==> config.mk <==
export PLATFORM = sky130hd
export DESIGN_NAME = ctrl_pipe
export DESIGN_NICKNAME = d
export VERILOG_FILES = /design/src/rtl/ctrl_pipe_pkg.sv /design/src/rtl/ctrl_decode.sv /design/src/rtl/ctrl_pipe.sv
export SDC_FILE = /design/constraint.sdc
export NUM_CORES = 1
export LEC_CHECK = 0
export ABC_CLOCK_PERIOD_IN_PS = 3500
export BUFFER_PORTS_ARGS = -buffer_cell sky130_fd_sc_hd__buf_2
export CORE_UTILIZATION = 53
export CTS_CLUSTER_DIAMETER = 80
export DETAILED_ROUTE_END_ITERATION = 7
export PLACE_DENSITY = 0.91
export SYNTH_ARGS = -nofsm -noshare
export SYNTH_HDL_FRONTEND = slang
export SYNTH_SLANG_ARGS = --single-unit
==> constraint.sdc <==
create_clock -name clk -period 3.5 [get_ports clk]
set_input_delay 0.7 -clock clk [delete_from_list [all_inputs] [get_ports clk]]
set_output_delay 0.7 -clock clk [all_outputs]
set_load 0.03 [all_outputs]
==> src/rtl/ctrl_pipe_pkg.sv <==
// Shared opcode constants, ALUOp encodings and the EX control bundle type
// for the ID/EX control pipeline.
package ctrl_pipe_pkg;

  localparam logic [6:0] OP_R_TYPE       = 7'b0110011;
  localparam logic [6:0] OP_I_TYPE_IMME  = 7'b0010011;
  localparam logic [6:0] OP_I_TYPE_LOAD  = 7'b0000011;
  localparam logic [6:0] OP_S_TYPE       = 7'b0100011;
  localparam logic [6:0] OP_B_TYPE       = 7'b1100011;
  localparam logic [6:0] OP_J_TYPE_JAL   = 7'b1101111;
  localparam logic [6:0] OP_J_TYPE_JALR  = 7'b1100111;
  localparam logic [6:0] OP_U_TYPE_LUI   = 7'b0110111;
  localparam logic [6:0] OP_U_TYPE_AUIPC = 7'b0010111;

  typedef enum logic [1:0] {
    ALU_ADD    = 2'b00,
    ALU_BRANCH = 2'b01,
    ALU_RTYPE  = 2'b10,
    ALU_IMM    = 2'b11
  } alu_op_e;

  typedef struct packed {
    alu_op_e alu_op;
    logic    branch;
    logic    mem_to_regs;
    logic    mem_read;
    logic    mem_write;
    logic    alusrc;
    logic    regs_write;
    logic    illegal;
  } ex_ctrl_t;

endpackage

==> src/rtl/ctrl_decode.sv <==
// Purely combinational opcode decoder producing the main control signals
// and the source-register usage flags consumed by hazard detection.
module ctrl_decode
  import ctrl_pipe_pkg::*;
(
  input  logic [6:0] opcode,
  output logic [1:0] alu_op,
  output logic       branch,
  output logic       mem_to_regs,
  output logic       mem_read,
  output logic       mem_write,
  output logic       alusrc,
  output logic       regs_write,
  output logic       use_rs1,
  output logic       use_rs2,
  output logic       illegal
);

  always_comb begin
    alu_op      = ALU_ADD;
    branch      = 1'b0;
    mem_to_regs = 1'b0;
    mem_read    = 1'b0;
    mem_write   = 1'b0;
    alusrc      = 1'b0;
    regs_write  = 1'b0;
    use_rs1     = 1'b0;
    use_rs2     = 1'b0;
    illegal     = 1'b0;
    unique case (opcode)
      OP_R_TYPE: begin
        alu_op     = ALU_RTYPE;
        regs_write = 1'b1;
        use_rs1    = 1'b1;
        use_rs2    = 1'b1;
      end
      OP_I_TYPE_IMME: begin
        alu_op     = ALU_IMM;
        alusrc     = 1'b1;
        regs_write = 1'b1;
        use_rs1    = 1'b1;
      end
      OP_I_TYPE_LOAD: begin
        mem_to_regs = 1'b1;
        mem_read    = 1'b1;
        alusrc      = 1'b1;
        regs_write  = 1'b1;
        use_rs1     = 1'b1;
      end
      OP_S_TYPE: begin
        mem_write = 1'b1;
        alusrc    = 1'b1;
        use_rs1   = 1'b1;
        use_rs2   = 1'b1;
      end
      OP_B_TYPE: begin
        alu_op  = ALU_BRANCH;
        branch  = 1'b1;
        use_rs1 = 1'b1;
        use_rs2 = 1'b1;
      end
      OP_J_TYPE_JAL: begin
        branch     = 1'b1;
        regs_write = 1'b1;
      end
      OP_J_TYPE_JALR: begin
        branch     = 1'b1;
        regs_write = 1'b1;
        use_rs1    = 1'b1;
      end
      OP_U_TYPE_LUI, OP_U_TYPE_AUIPC: begin
        alusrc     = 1'b1;
        regs_write = 1'b1;
      end
      default: illegal = 1'b1;
    endcase
  end

endmodule

==> src/rtl/ctrl_pipe.sv <==
// ID/EX control pipeline stage: decodes the ID opcode, detects load-use hazards,
// handles EX backpressure and branch flush, and counts load-use stall cycles.
module ctrl_pipe
  import ctrl_pipe_pkg::*;
#(
  parameter int REG_AW      = 5,
  parameter int HAZARD_EN   = 1,
  parameter int STALL_CNT_W = 16
) (
  input  logic                   clk,
  input  logic                   rst_n,
  input  logic                   id_valid,
  input  logic [6:0]             id_opcode,
  input  logic [REG_AW-1:0]      id_rd,
  input  logic [REG_AW-1:0]      id_rs1,
  input  logic [REG_AW-1:0]      id_rs2,
  output logic                   id_ready,
  input  logic                   ex_flush,
  input  logic                   ex_ready,
  output logic                   ex_valid,
  output logic [1:0]             ex_ALUOp,
  output logic                   ex_branch,
  output logic                   ex_mem_to_regs,
  output logic                   ex_mem_read,
  output logic                   ex_mem_write,
  output logic                   ex_alusrc,
  output logic                   ex_regs_write,
  output logic [REG_AW-1:0]      ex_rd,
  output logic                   ex_illegal,
  output logic [STALL_CNT_W-1:0] stall_cnt
);

  localparam logic [STALL_CNT_W-1:0] CNT_ONE = STALL_CNT_W'(1);

  logic [1:0] dec_alu_op;
  logic       dec_branch, dec_mem_to_regs, dec_mem_read, dec_mem_write;
  logic       dec_alusrc, dec_regs_write, dec_use_rs1, dec_use_rs2, dec_illegal;

  ex_ctrl_t                dec_ctrl;
  ex_ctrl_t                ex_ctrl_q, ex_ctrl_d;
  logic                    ex_valid_q, ex_valid_d;
  logic [REG_AW-1:0]       ex_rd_q, ex_rd_d;
  logic [STALL_CNT_W-1:0]  stall_cnt_q, stall_cnt_d;
  logic                    hazard, hold, rs_match;

  ctrl_decode u_decode (
    .opcode      (id_opcode),
    .alu_op      (dec_alu_op),
    .branch      (dec_branch),
    .mem_to_regs (dec_mem_to_regs),
    .mem_read    (dec_mem_read),
    .mem_write   (dec_mem_write),
    .alusrc      (dec_alusrc),
    .regs_write  (dec_regs_write),
    .use_rs1     (dec_use_rs1),
    .use_rs2     (dec_use_rs2),
    .illegal     (dec_illegal)
  );

  // Writes to x0 are architecturally discarded, so never request them.
  always_comb begin
    dec_ctrl.alu_op      = alu_op_e'(dec_alu_op);
    dec_ctrl.branch      = dec_branch;
    dec_ctrl.mem_to_regs = dec_mem_to_regs;
    dec_ctrl.mem_read    = dec_mem_read;
    dec_ctrl.mem_write   = dec_mem_write;
    dec_ctrl.alusrc      = dec_alusrc;
    dec_ctrl.regs_write  = dec_regs_write & (id_rd != '0);
    dec_ctrl.illegal     = dec_illegal;
  end

  assign rs_match = (dec_use_rs1 & (ex_rd_q == id_rs1)) |
                    (dec_use_rs2 & (ex_rd_q == id_rs2));
  assign hazard   = (HAZARD_EN != 0) & ex_valid_q & ex_ctrl_q.mem_read &
                    id_valid & (ex_rd_q != '0) & rs_match;
  assign hold     = ex_valid_q & ~ex_ready;

  // Flush beats hold beats hazard; a bubble clears the whole EX entry.
  always_comb begin
    ex_valid_d  = ex_valid_q;
    ex_ctrl_d   = ex_ctrl_q;
    ex_rd_d     = ex_rd_q;
    stall_cnt_d = stall_cnt_q;
    id_ready    = 1'b1;
    if (ex_flush) begin
      ex_valid_d = 1'b0;
      ex_ctrl_d  = '0;
      ex_rd_d    = '0;
    end else if (hold) begin
      id_ready = 1'b0;
    end else if (hazard) begin
      id_ready   = 1'b0;
      ex_valid_d = 1'b0;
      ex_ctrl_d  = '0;
      ex_rd_d    = '0;
      if (stall_cnt_q != '1) stall_cnt_d = stall_cnt_q + CNT_ONE;
    end else if (id_valid) begin
      ex_valid_d = 1'b1;
      ex_ctrl_d  = dec_ctrl;
      ex_rd_d    = id_rd;
    end else begin
      ex_valid_d = 1'b0;
      ex_ctrl_d  = '0;
      ex_rd_d    = '0;
    end
  end

  always_ff @(posedge clk or negedge rst_n) begin
    if (!rst_n) begin
      ex_valid_q  <= 1'b0;
      ex_ctrl_q   <= '0;
      ex_rd_q     <= '0;
      stall_cnt_q <= '0;
    end else begin
      ex_valid_q  <= ex_valid_d;
      ex_ctrl_q   <= ex_ctrl_d;
      ex_rd_q     <= ex_rd_d;
      stall_cnt_q <= stall_cnt_d;
    end
  end

  assign ex_valid       = ex_valid_q;
  assign ex_ALUOp       = ex_ctrl_q.alu_op;
  assign ex_branch      = ex_ctrl_q.branch;
  assign ex_mem_to_regs = ex_ctrl_q.mem_to_regs;
  assign ex_mem_read    = ex_ctrl_q.mem_read;
  assign ex_mem_write   = ex_ctrl_q.mem_write;
  assign ex_alusrc      = ex_ctrl_q.alusrc;
  assign ex_regs_write  = ex_ctrl_q.regs_write;
  assign ex_rd          = ex_rd_q;
  assign ex_illegal     = ex_ctrl_q.illegal;
  assign stall_cnt      = stall_cnt_q;

endmodule

==> metrics.yaml, run 1 <==
power_density_nw_per_um2: 318
netlist_top_cells_area: "dfrtp_1 (45%), xor2_1 (10%), nand3_1 (3.6%)"
area_growth_pct: 23.3
clkPwrFrac_pct: 33.2
cts_inserted_buffers: 5
p_leak_nw: 1.10
endpoint_kind: "output port"
switching_power_uw: 175
place_congestion: 0.844
drt_iter0_markers: 45
synth_nets: 190
timing.slew.headroom_pct: 57.1
postCtsHoldBufs: 0
hold_viol_final: 0
holdCritPathClass: "input port to async pin"
cpMaxStageDelayCell: "nor3_1"
grt_overflow: 0
yosysWarnings: 0
dr.pass1.iters: 6
fin_worst_skew_ns: 0.0165
initial_core_util_pct: 57.9
cp.arrival_ns: 2.10
start_kind: "input port"
grtUsageTotal_pct: 25.1
post-cts-setup-buffers: 0
pwr-share-comb_pct: 12.1
crit_path_max_fanout: 6
clk_pin_slew_worst_paths_ns: 0.10
h-tree-depth: 2
ctsResizeCount: 0
ys_async_sr_fraction_pct: 100
cts_tree: "built"
via_per_inst: 5.63
grt_pass1_wl_mm: 6.26
sequentialPowerShare_pct: 54.8
drive_gt1_share_pct: 35.4
fin_crit_ns: 2.80
synth-seq-cells: 30
fillers: 232
synth_cell_type_count: 41
insertion_delay_ns: 0.34
rsz0062_at_grt: "false"
num_rows: 19
swShare_pct: 26.8
avgSynthCellArea_sq_um: 10.3
dr_total_vias: 1510
cts-root-buf: "clkbuf_4"
path_class: "input port to output port"
die-area_sq_um: 3370
cts_buffer_depth: 2
wl_mm: 3.81
synth_edf_count: 0
route.detailed.wl_per_inst_microns: 14.2
cp.required_ns: 2.80
synth-seq-area-share_pct: 45.1
largest_reg_flops: 16
fmax_ghz: 0.357
status: "finished, violations left"
portBuffers: 58
yosysTopAreaCell: "dfrtp_1"
rr_worst_depth: 6
cap_viol_max_count: 0
crit_chain: "buf_2 > nand2_1 > nor3_1 > and4_1 > o21ai_2 > nor2_1 > nor2_1 > buf_2"
violations: "design-rule violations"
synth_top_area_share_pct: 45.1
core_sq_um: 2880
antenna_found_initial: 0
fin_util_pct: 71.4
placedCellCount: 260
ioPinCount: 59
grt_max_degree: 31
finalCritPeriodShare_pct: 80.1
syn-instance-count: 162
worstMarginPinSlew_ns: 0.643
vdd_ir_drop_max_mv: 0.271
drc: 4
slew_viol_final: 0
antennaDiodeCount: 0
ant_nets: 0
syn_area_sq_um: 1670
slowest_delay_ns: 0.40
p_int_uw: 477
setup_viol: 0
clkSinkCount: 30
die_h_microns: 58.1
final_cell_mix: "buf_2 (58), dfrtp_1 (30), xor2_1 (19)"
synth_ff_type: "dfrtp_1"
hpwl_mm: 2.94
fin_tns_setup_ns: 0
num-nets-final: 253
final_common_cell: "buf_2"
grt_pass1_vias: 1440
die_x_microns: 58.1
final_cells: 268
## per-stage QoR
stage | hold WS [ns] | total power, mW | area, sq um | setup WS (ns)
global placement | 0.468 | 0.441 | 1990 | 0.775
global route | 0.403 | 0.683 | 2050 | 0.588
finish | 0.376 | 0.652 | 2050 | 0.698
floorplan | 0.404 | 0.403 | 1670 | 1.01
detailed placement | 0.482 | 0.442 | 1990 | 0.726
CTS | 0.382 | 0.659 | 2050 | 0.713
## metal layers
layer / track usage, % / up-vias / share of wire (%)
met2: 40.7 / 75 / 47
li1: - / 712 / -
met5: 0 / - / 0
met4: 13.3 / 0 / 2.5
met1: 29.3 / 711 / 42
met3: 8.71 / 12 / 7.8
## power by group through the flow
stage               Combinational, mW  Clock [mW]  Sequential (mW)
finish                         0.0787       0.216            0.357
CTS                            0.0786       0.223            0.357
global placement               0.0771           0            0.364
detailed placement             0.0786           0            0.364
global route                   0.0869       0.238            0.358
floorplan                      0.0303           0            0.372
## cells in the mapped netlist, types with 2 or more instances
| library cell | count |
|---|---|
| xor2_1 | 19 |
| xnor2_1 | 6 |
| inv_1 | 6 |
| nand3_1 | 12 |
| and3_1 | 2 |
| nand4_1 | 2 |
| a32o_1 | 4 |
| o21ai_2 | 2 |
| nor2_1 | 15 |
| nand2_1 | 12 |
| nand2b_1 | 2 |
| a22o_1 | 5 |
| nor2b_1 | 2 |
| o21ai_0 | 5 |
| nor3_2 | 3 |
| dfrtp_1 | 30 |
| nor3_1 | 3 |
| a21oi_1 | 6 |
| nor4_1 | 3 |
| and4_1 | 2 |
## worst paths after layout
path                                          start                        end  slack, ns
setup reg to reg           stall_cnt[0]$_DFFE_PN0P_   stall_cnt[1]$_DFFE_PN0P_       1.42
hold / removal                                rst_n  stall_cnt[11]$_DFFE_PN0P_       0.38
hold reg to reg               ex_branch$_DFFE_PN0P_      ex_branch$_DFFE_PN0P_       0.50
max in group asynchronous                     rst_n       ex_rd[0]$_DFFE_PN0P_       2.70
setup / recovery                       id_opcode[1]                   id_ready       0.70
min in group clk              ex_branch$_DFFE_PN0P_      ex_branch$_DFFE_PN0P_       0.50
## logic make-up (layout without fill, tap and decap cells)
group / count (synthesis) / in the layout / share of synthesized area (%)
DFF: 30 / 30 / 45.1
adders and majority gates: 1 / 1 / 0.751
and+or+nand+nor: 64 / 64 / 21.5
xor gates and xnor gates: 25 / 25 / 13.1
AOI/OAI and AO/OA: 31 / 31 / 15.3
muxes: 2 / 2 / 1.58
buffers and inverters: 9 / 73 / 2.70
## worst max-delay path, delay by kind of cell
kind	cells	cell delay, ns
buf+inv	2	0.24
compound gates	1	0.11
simple gates	5	1.05
## area by class of cell
cell class	instances	area (sq um)	area share, %
clock inverters	1	5.00	0.244
inverters	6	22.5	1.10
well taps	42	52.6	2.56
clock buffers	7	55.1	2.68
multi-input cells	123	870	42.4
repair buffers	59	298	14.5
flip-flops and latches	30	751	36.6
Note: power is estimated with default switching activity, not from simulation.
==> run 2, diff against run 1 <==
--- a/config.mk
+++ b/config.mk
@@ -5,12 +5,12 @@
 export SDC_FILE = /design/constraint.sdc
 export NUM_CORES = 1
 export LEC_CHECK = 0
-export ABC_CLOCK_PERIOD_IN_PS = 3500
+export ABC_CLOCK_PERIOD_IN_PS = 2600
 export BUFFER_PORTS_ARGS = -buffer_cell sky130_fd_sc_hd__buf_2
-export CORE_UTILIZATION = 53
+export CORE_UTILIZATION = 49
 export CTS_CLUSTER_DIAMETER = 80
 export DETAILED_ROUTE_END_ITERATION = 7
-export PLACE_DENSITY = 0.91
+export PLACE_DENSITY = 0.86
 export SYNTH_ARGS = -nofsm -noshare
 export SYNTH_HDL_FRONTEND = slang
 export SYNTH_SLANG_ARGS = --single-unit
==> constraint.sdc (replaced) <==
create_clock -name clk -period 2.6 [get_ports clk]
set_input_delay 0.52 -clock clk [delete_from_list [all_inputs] [get_ports clk]]
set_output_delay 0.52 -clock clk [all_outputs]
set_load 0.03 [all_outputs]
==> run 2 against run 1 <==
Against the previous run: the run now ends clean; worst setup slack worse by 0.60 ns; critical path depth shrank 1; global-route usage fell by 2.1 points; cell count is 0.75% higher; total power grew 29%; register-to-register slack got worse by 0.85 ns; clock power grew 17%; combinational power up 37%; sequential power is 35% higher; sequential share of layout area is essentially flat; count of clock-buffer cells in the layout is the same; clock skew shrank 0.0092 ns; critical path type is now flip-flop to output port; critical endpoint unchanged.
==> metrics.yaml, run 2 (synthesized netlist as in run 1, its figures left out) <==
ioPinCount: 59  # unchanged
route.detailed.wl_per_inst_microns: 13.9  # -2.4%
cts-root-buf: "clkbuf_4"
vdd_ir_drop_max_mv: 0.220  # -19%
cp-startpoint: "ex_rd[3]$_DFFE_PN0P_"
clk_pin_slew_worst_paths_ns: 0.09  # about the same
ant_nets: 0  # unchanged
power_density_nw_per_um2: 409  # +29%
cp.required_ns: 2.08  # -0.72 ns
via_per_inst: 5.43  # -3.6%
holdCritPathClass: "input port to async pin"
timing.slew.headroom_pct: 57.0  # -0.14 points
area_growth_pct: 23.7
endpoint_kind: "output port"
slew_viol_final: 0  # unchanged
setup_viol: 0  # unchanged
num-nets-final: 254  # +0.40%
final_cell_mix: "buf_2 (58), dfrtp_1 (28), xor2_1 (19)"
path_class: "flip-flop to output port"
die-area_sq_um: 3640  # +7.9%
drt_iter0_markers: 60  # +33%
grt_pass1_wl_mm: 6.10  # -2.5%
swShare_pct: 26.9  # +0.16 points
antennaDiodeCount: 0  # unchanged
rrSetupSlack_ns: 0.57  # -0.85 ns
post-place-ws_ns: 0.247  # -0.478 ns
switching_power_uw: 227  # +30%
p_int_uw: 615  # +29%
drc: 0  # -4
cts_buffer_depth: 2  # unchanged
cts_inserted_buffers: 5  # unchanged
clkSinkCount: 30  # unchanged
fin_util_pct: 65.8  # -5.5 points
finalPower_uw: 842  # +29%
p_leak_nw: 1.10  # -0.58%
r2r-start: "stall_cnt[6]$_DFFE_PN0P_"
antenna_found_initial: 0  # unchanged
status: "complete, no violations"
final_common_cell: "buf_2"
pwr-share-comb_pct: 12.9  # +0.8 points
grtUsageTotal_pct: 23.0  # -2.1 points
portBuffers: 58  # unchanged
fmax_ghz: 0.400
sequentialPowerShare_pct: 57.1  # +2.3 points
grt_overflow: 0  # unchanged
h-tree-depth: 2  # unchanged
postCtsHoldBufs: 0  # unchanged
core_sq_um: 3130  # +8.7%
dr.pass1.iters: 4  # -2
insertion_delay_ns: 0.33  # about the same
rr_worst_depth: 5  # -1
cap_viol_max_count: 0  # unchanged
finalCritPeriodShare_pct: 96.1
r2r_end: "stall_cnt[1]$_DFFE_PN0P_"
num_rows: 20  # +1
cts_tree: "built"
hold_viol_final: 0  # unchanged
hpwl_mm: 2.88  # -1.9%
clkPwrFrac_pct: 30.0  # -3.2 points
finalWorstSetupSlack_ns: 0.101  # -0.597 ns
dr_total_vias: 1466  # -2.9%
grt_pass1_vias: 1364  # -5.3%
fin_crit_ns: 2.50
crit_path_max_fanout: 5  # -1
fin_worst_skew_ns: 0.00737  # -0.00917 ns
die_x_microns: 60.3  # +3.9%
grt_max_degree: 31  # unchanged
worstMarginPinSlew_ns: 0.646  # +0.00215 ns
die_h_microns: 60.3  # +3.9%
wl_mm: 3.74  # -1.7%
cp.arrival_ns: 1.98  # -0.12 ns
start_kind: "flip-flop"
crit_end: "id_ready"
place_congestion: 0.828  # -1.8%
drive_gt1_share_pct: 36.7  # +1.3 points
initial_core_util_pct: 53.2  # -4.7 points
largest_reg_flops: 16  # unchanged
-- run 2: changes by cell type in the layout (fill, tap and decap cells not counted), sizes merged --
cell,change
clkinv,-1
buf,+1
-- run 2: worst min-delay path by stage --
stage / start / cells past startpoint / slack (ns) / end
2_1_floorplan: rst_n / 0 / 0.22 / ex_ALUOp[0]$_DFFE_PN0P_
3_3_place_gp: ex_alusrc$_DFFE_PN0P_ / 2 / 0.46 / ex_alusrc$_DFFE_PN0P_
3_5_place_dp: ex_mem_write$_DFFE_PN0P_ / 2 / 0.47 / ex_mem_write$_DFFE_PN0P_
4_1_cts: rst_n / 1 / 0.24 / stall_cnt[7]$_DFFE_PN0P_
5_1_grt: rst_n / 1 / 0.26 / stall_cnt[7]$_DFFE_PN0P_
6_report: rst_n / 1 / 0.20 / stall_cnt[7]$_DFFE_PN0P_
-- run 2: power groups by stage --
stage / clock [mW] / combinational, mW / sequential [mW]
finish: 0.253 / 0.108 / 0.481
global route: 0.277 / 0.119 / 0.482
CTS: 0.255 / 0.107 / 0.480
detailed placement: 0 / 0.107 / 0.489
global placement: 0 / 0.106 / 0.489
floorplan: 0 / 0.0407 / 0.501
-- run 2: what timing repair did --
item,in CTS,in global routing
setup endpoints to repair,0,1
buffers inserted,0,0
resized for setup,0,5
-- run 2: area by class of cell --
type                    count  area (sq um)
flip-flops and latches     30           753
clock buffers               7          45.0
repair buffers             60           305
fillers                   287          1070
well taps                  44          55.1
inverters                   6          22.5
multi-input cells         123           878
-- run 2: critical path, cell delays in order (launching register included) --
cell and delay [ns]:
dfrtp_2 0.45, xor2_1 0.18, nor4_2 0.31, and4_4 0.28, o21ai_2 0.09, nor2_1 0.12
nor2_1 0.04, buf_2 0.18
-- run 2: per-layer routing --
| metal | GRT usage [%] | share of wire [%] |
|---|---|---|
| met3 | 6.06 | 4.8 |
| met5 | 0 | 0 |
| met2 | 38.1 | 51 |
| met4 | 5.98 | 1.6 |
| met1 | 29.7 | 43 |
-- run 2: metrics by stage --
step	hold WS [ns]	setup TNS (ns)	area, sq um	instances
6_report	0.200	0	2060	270
5_1_grt	0.258	-0.0333	2060	270
3_3_place_gp	0.464	0	2000	263
3_5_place_dp	0.471	0	2000	263
4_1_cts	0.240	0	2050	270
2_1_floorplan	0.224	0	1670	162
==> run 3, diff against run 2 <==
--- a/config.mk
+++ b/config.mk
@@ -7,10 +7,11 @@
 export LEC_CHECK = 0
 export ABC_CLOCK_PERIOD_IN_PS = 2600
 export BUFFER_PORTS_ARGS = -buffer_cell sky130_fd_sc_hd__buf_2
-export CORE_UTILIZATION = 49
+export CORE_UTILIZATION = 26
 export CTS_CLUSTER_DIAMETER = 80
 export DETAILED_ROUTE_END_ITERATION = 7
-export PLACE_DENSITY = 0.86
+export PLACE_DENSITY = 0.54
+export REMOVE_ABC_BUFFERS = 1
 export SYNTH_ARGS = -nofsm -noshare
 export SYNTH_HDL_FRONTEND = slang
 export SYNTH_SLANG_ARGS = --single-unit
==> run 3 against run 2 <==
Against the previous run: combinational power rose by 6%; clock power up 58%; count of clock-buffer cells in the layout fell by 1; design area rose by 6.3%; sequential power about the same; wire length up 17%; sequential cell count unchanged; maximum frequency down 0.81%; worst hold slack better by 0.079 ns; largest cell class unchanged; clock skew is 0.0028 ns higher.
==> metrics.yaml, run 3 (synthesized netlist as in run 1, its figures left out) <==
portBuffers: 58  # unchanged
core_sq_um: 6060  # +94%
setup_viol: 0  # unchanged
route.detailed.wl_per_inst_microns: 14.3  # +3.3%
grt_pass1_wl_mm: 7.10  # +16%
timing.slew.headroom_pct: 53.4  # -3.6 points
final_common_cell: "buf_2"
area_growth_pct: 31.5
clk_pin_slew_worst_paths_ns: 0.07  # -0.02 ns
worstMarginPinSlew_ns: 0.700  # +0.0541 ns
h-tree-depth: 2  # unchanged
rr_worst_depth: 7  # +2
rsz0062_at_grt: "false"
final_cell_mix: "buf_2 (57), dfrtp_1 (27), xor2_1 (19)"
r2r-start: "ex_rd[0]$_DFFE_PN0P_"
die_h_microns: 82.0  # +36%
grt_max_degree: 31  # unchanged
vdd_ir_drop_max_mv: 0.249  # +13%
grt_overflow: 0  # unchanged
fin_worst_skew_ns: 0.0101  # +0.00275 ns
cts_buffer_depth: 2  # unchanged
die-area_sq_um: 6730  # +85%
cap_viol_max_count: 0  # unchanged
crit_path_max_fanout: 5  # unchanged
cts_tree: "built"
fmax_ghz: 0.397  # -0.81%
die_x_microns: 82.0  # +36%
grtUsageTotal_pct: 14.3  # -8.6 points
power_density_nw_per_um2: 455  # +11%
fin_hold_ws_ns: 0.279  # +0.0788 ns
drt_iter0_markers: 55  # -8.3%
wl_mm: 4.38  # +17%
cts_inserted_buffers: 5  # unchanged
num-nets-final: 258  # +1.6%
antennaDiodeCount: 0  # unchanged
drive_gt1_share_pct: 39.4  # +2.7 points
r2r_end: "stall_cnt[14]$_DFFE_PN0P_"
holdCritPathClass: "input port to async pin"
endpoint_kind: "output port"
antenna_found_initial: 0  # unchanged
grt_pass1_vias: 1400  # +2.6%
drc: 0  # unchanged
placedCellCount: 294  # +12%
cp.arrival_ns: 2.00  # +0.02 ns
crit_end: "id_ready"
cts-root-buf: "clkbuf_8"
regArea_sq_um: 754  # +0.17%
clkSinkCount: 30  # unchanged
slew_viol_final: 0  # unchanged
postCtsHoldBufs: 0  # unchanged
ioPinCount: 59  # unchanged
status: "complete, no violations"
cp-startpoint: "ex_rd[4]$_DFFE_PN0P_"
finalCritPeriodShare_pct: 96.9  # +0.78 points
multi_input_area_sq_um: 886  # +0.85%
fin_tns_setup_ns: 0  # unchanged
start_kind: "flip-flop"
rrSetupSlack_ns: 0.51  # -0.06 ns
cp.required_ns: 2.08  # about the same
hold_viol_final: 0  # unchanged
gr-usage-met2_pct: 21.1  # -17 points
use_met3_pct: 4.78  # -1.3 points
insertion_delay_ns: 0.29  # -0.04 ns
final_cells: 306  # +13%
hpwl_mm: 3.27  # +13%
num_rows: 28  # +40%
fillers: 632  # +120%
initial_core_util_pct: 27.5  # -26 points
path_class: "flip-flop to output port"
finalPower_uw: 996  # +18%
fin_crit_ns: 2.52  # +0.0204 ns
place_congestion: 0.718  # -13%
use_met1_pct: 19.9  # -9.8 points
p_leak_nw: 1.14  # +3.8%
largest_reg_flops: 16  # unchanged
via_per_inst: 4.77  # -12%
dr.pass1.iters: 4  # unchanged
grt.busiest_layer: "met2"
ant_nets: 0  # unchanged
dr_total_vias: 1461  # -0.34%
==> run 3: cell count changes in the layout (fill, tap and decap cells not counted) <==
cell / before / now
o21ai_4: 0 / 1
buf_2: 58 / 57
clkbuf_8: 0 / 6
clkbuf_4: 5 / 0
clkbuf_1: 2 / 0
buf_4: 2 / 7
dfrtp_2: 2 / 3
o21ai_2: 2 / 1
clkinvlp_4: 0 / 1
dfrtp_1: 28 / 27
clkinv_2: 0 / 1
==> run 3: worst min path at each step <==
stage,to,slack [ns],cells after the start
floorplan,ex_ALUOp[0]$_DFFE_PN0P_,0.22,0
global placement,ex_alusrc$_DFFE_PN0P_,0.47,2
detailed placement,ex_mem_write$_DFFE_PN0P_,0.48,2
CTS,ex_rd[0]$_DFFE_PN0P_,0.30,1
global route,stall_cnt[11]$_DFFE_PN0P_,0.33,1
finish,ex_rd[4]$_DFFE_PN0P_,0.28,1
==> run 3: what timing repair did <==
| item | in CTS | in global routing |
|---|---|---|
| pin swaps | 0 | 5 |
| resized for setup | 2 | 6 |
| endpoints found under the setup margin | 1 | 1 |
| cloned | 0 | 0 |
| setup buffers | 0 | 4 |
==> run 3: report_power, final <==
part           leakage, nW  internal, mW  total (mW)  switching (mW)
registers            0.405         0.473       0.482         0.00903
clock network       0.0472         0.213       0.399           0.187
logic                0.687        0.0431       0.114          0.0712
total                 1.14         0.729       0.996           0.267
==> run 3: critical path: stages (launching register included) <==
cell and delay, ns:
dfrtp_2 0.46, xor2_1 0.19, nor4_1 0.30, o2111a_1 0.31, o21ai_4 0.10, nor2_1 0.13, nor2_1 0.06, buf_4 0.17
==> run 3: final cells by class <==
cell class                 count  area share [%]
clock inverter                 2           0.571
clock buffer                   6            3.77
tap                           75            4.29
inverter                       6            1.03
multi-input combinational    123            40.5
timing repair buffer          64            15.4
sequential                    30            34.5
==> run 3: per-stage QoR <==
stage | cell area, sq um | util, % | setup slack [ns]
after floorplan | 1640 | - | 0.393
after global placement | 2040 | 33.7 | 0.161
after detailed placement | 2040 | 33.7 | 0.125
after CTS | 2150 | 35.4 | 0.0234
after global routing | 2190 | 36.1 | 0.000611
final | 2190 | 36.1 | 0.0802
==> run 3: layer usage <==
metal  vias to the layer above  routed length [microns]
met2                        42                     1890
met1                       695                     2190
met3                         4                      255
li1                        720                        -
met5                         -                        0
met4                         0                       38
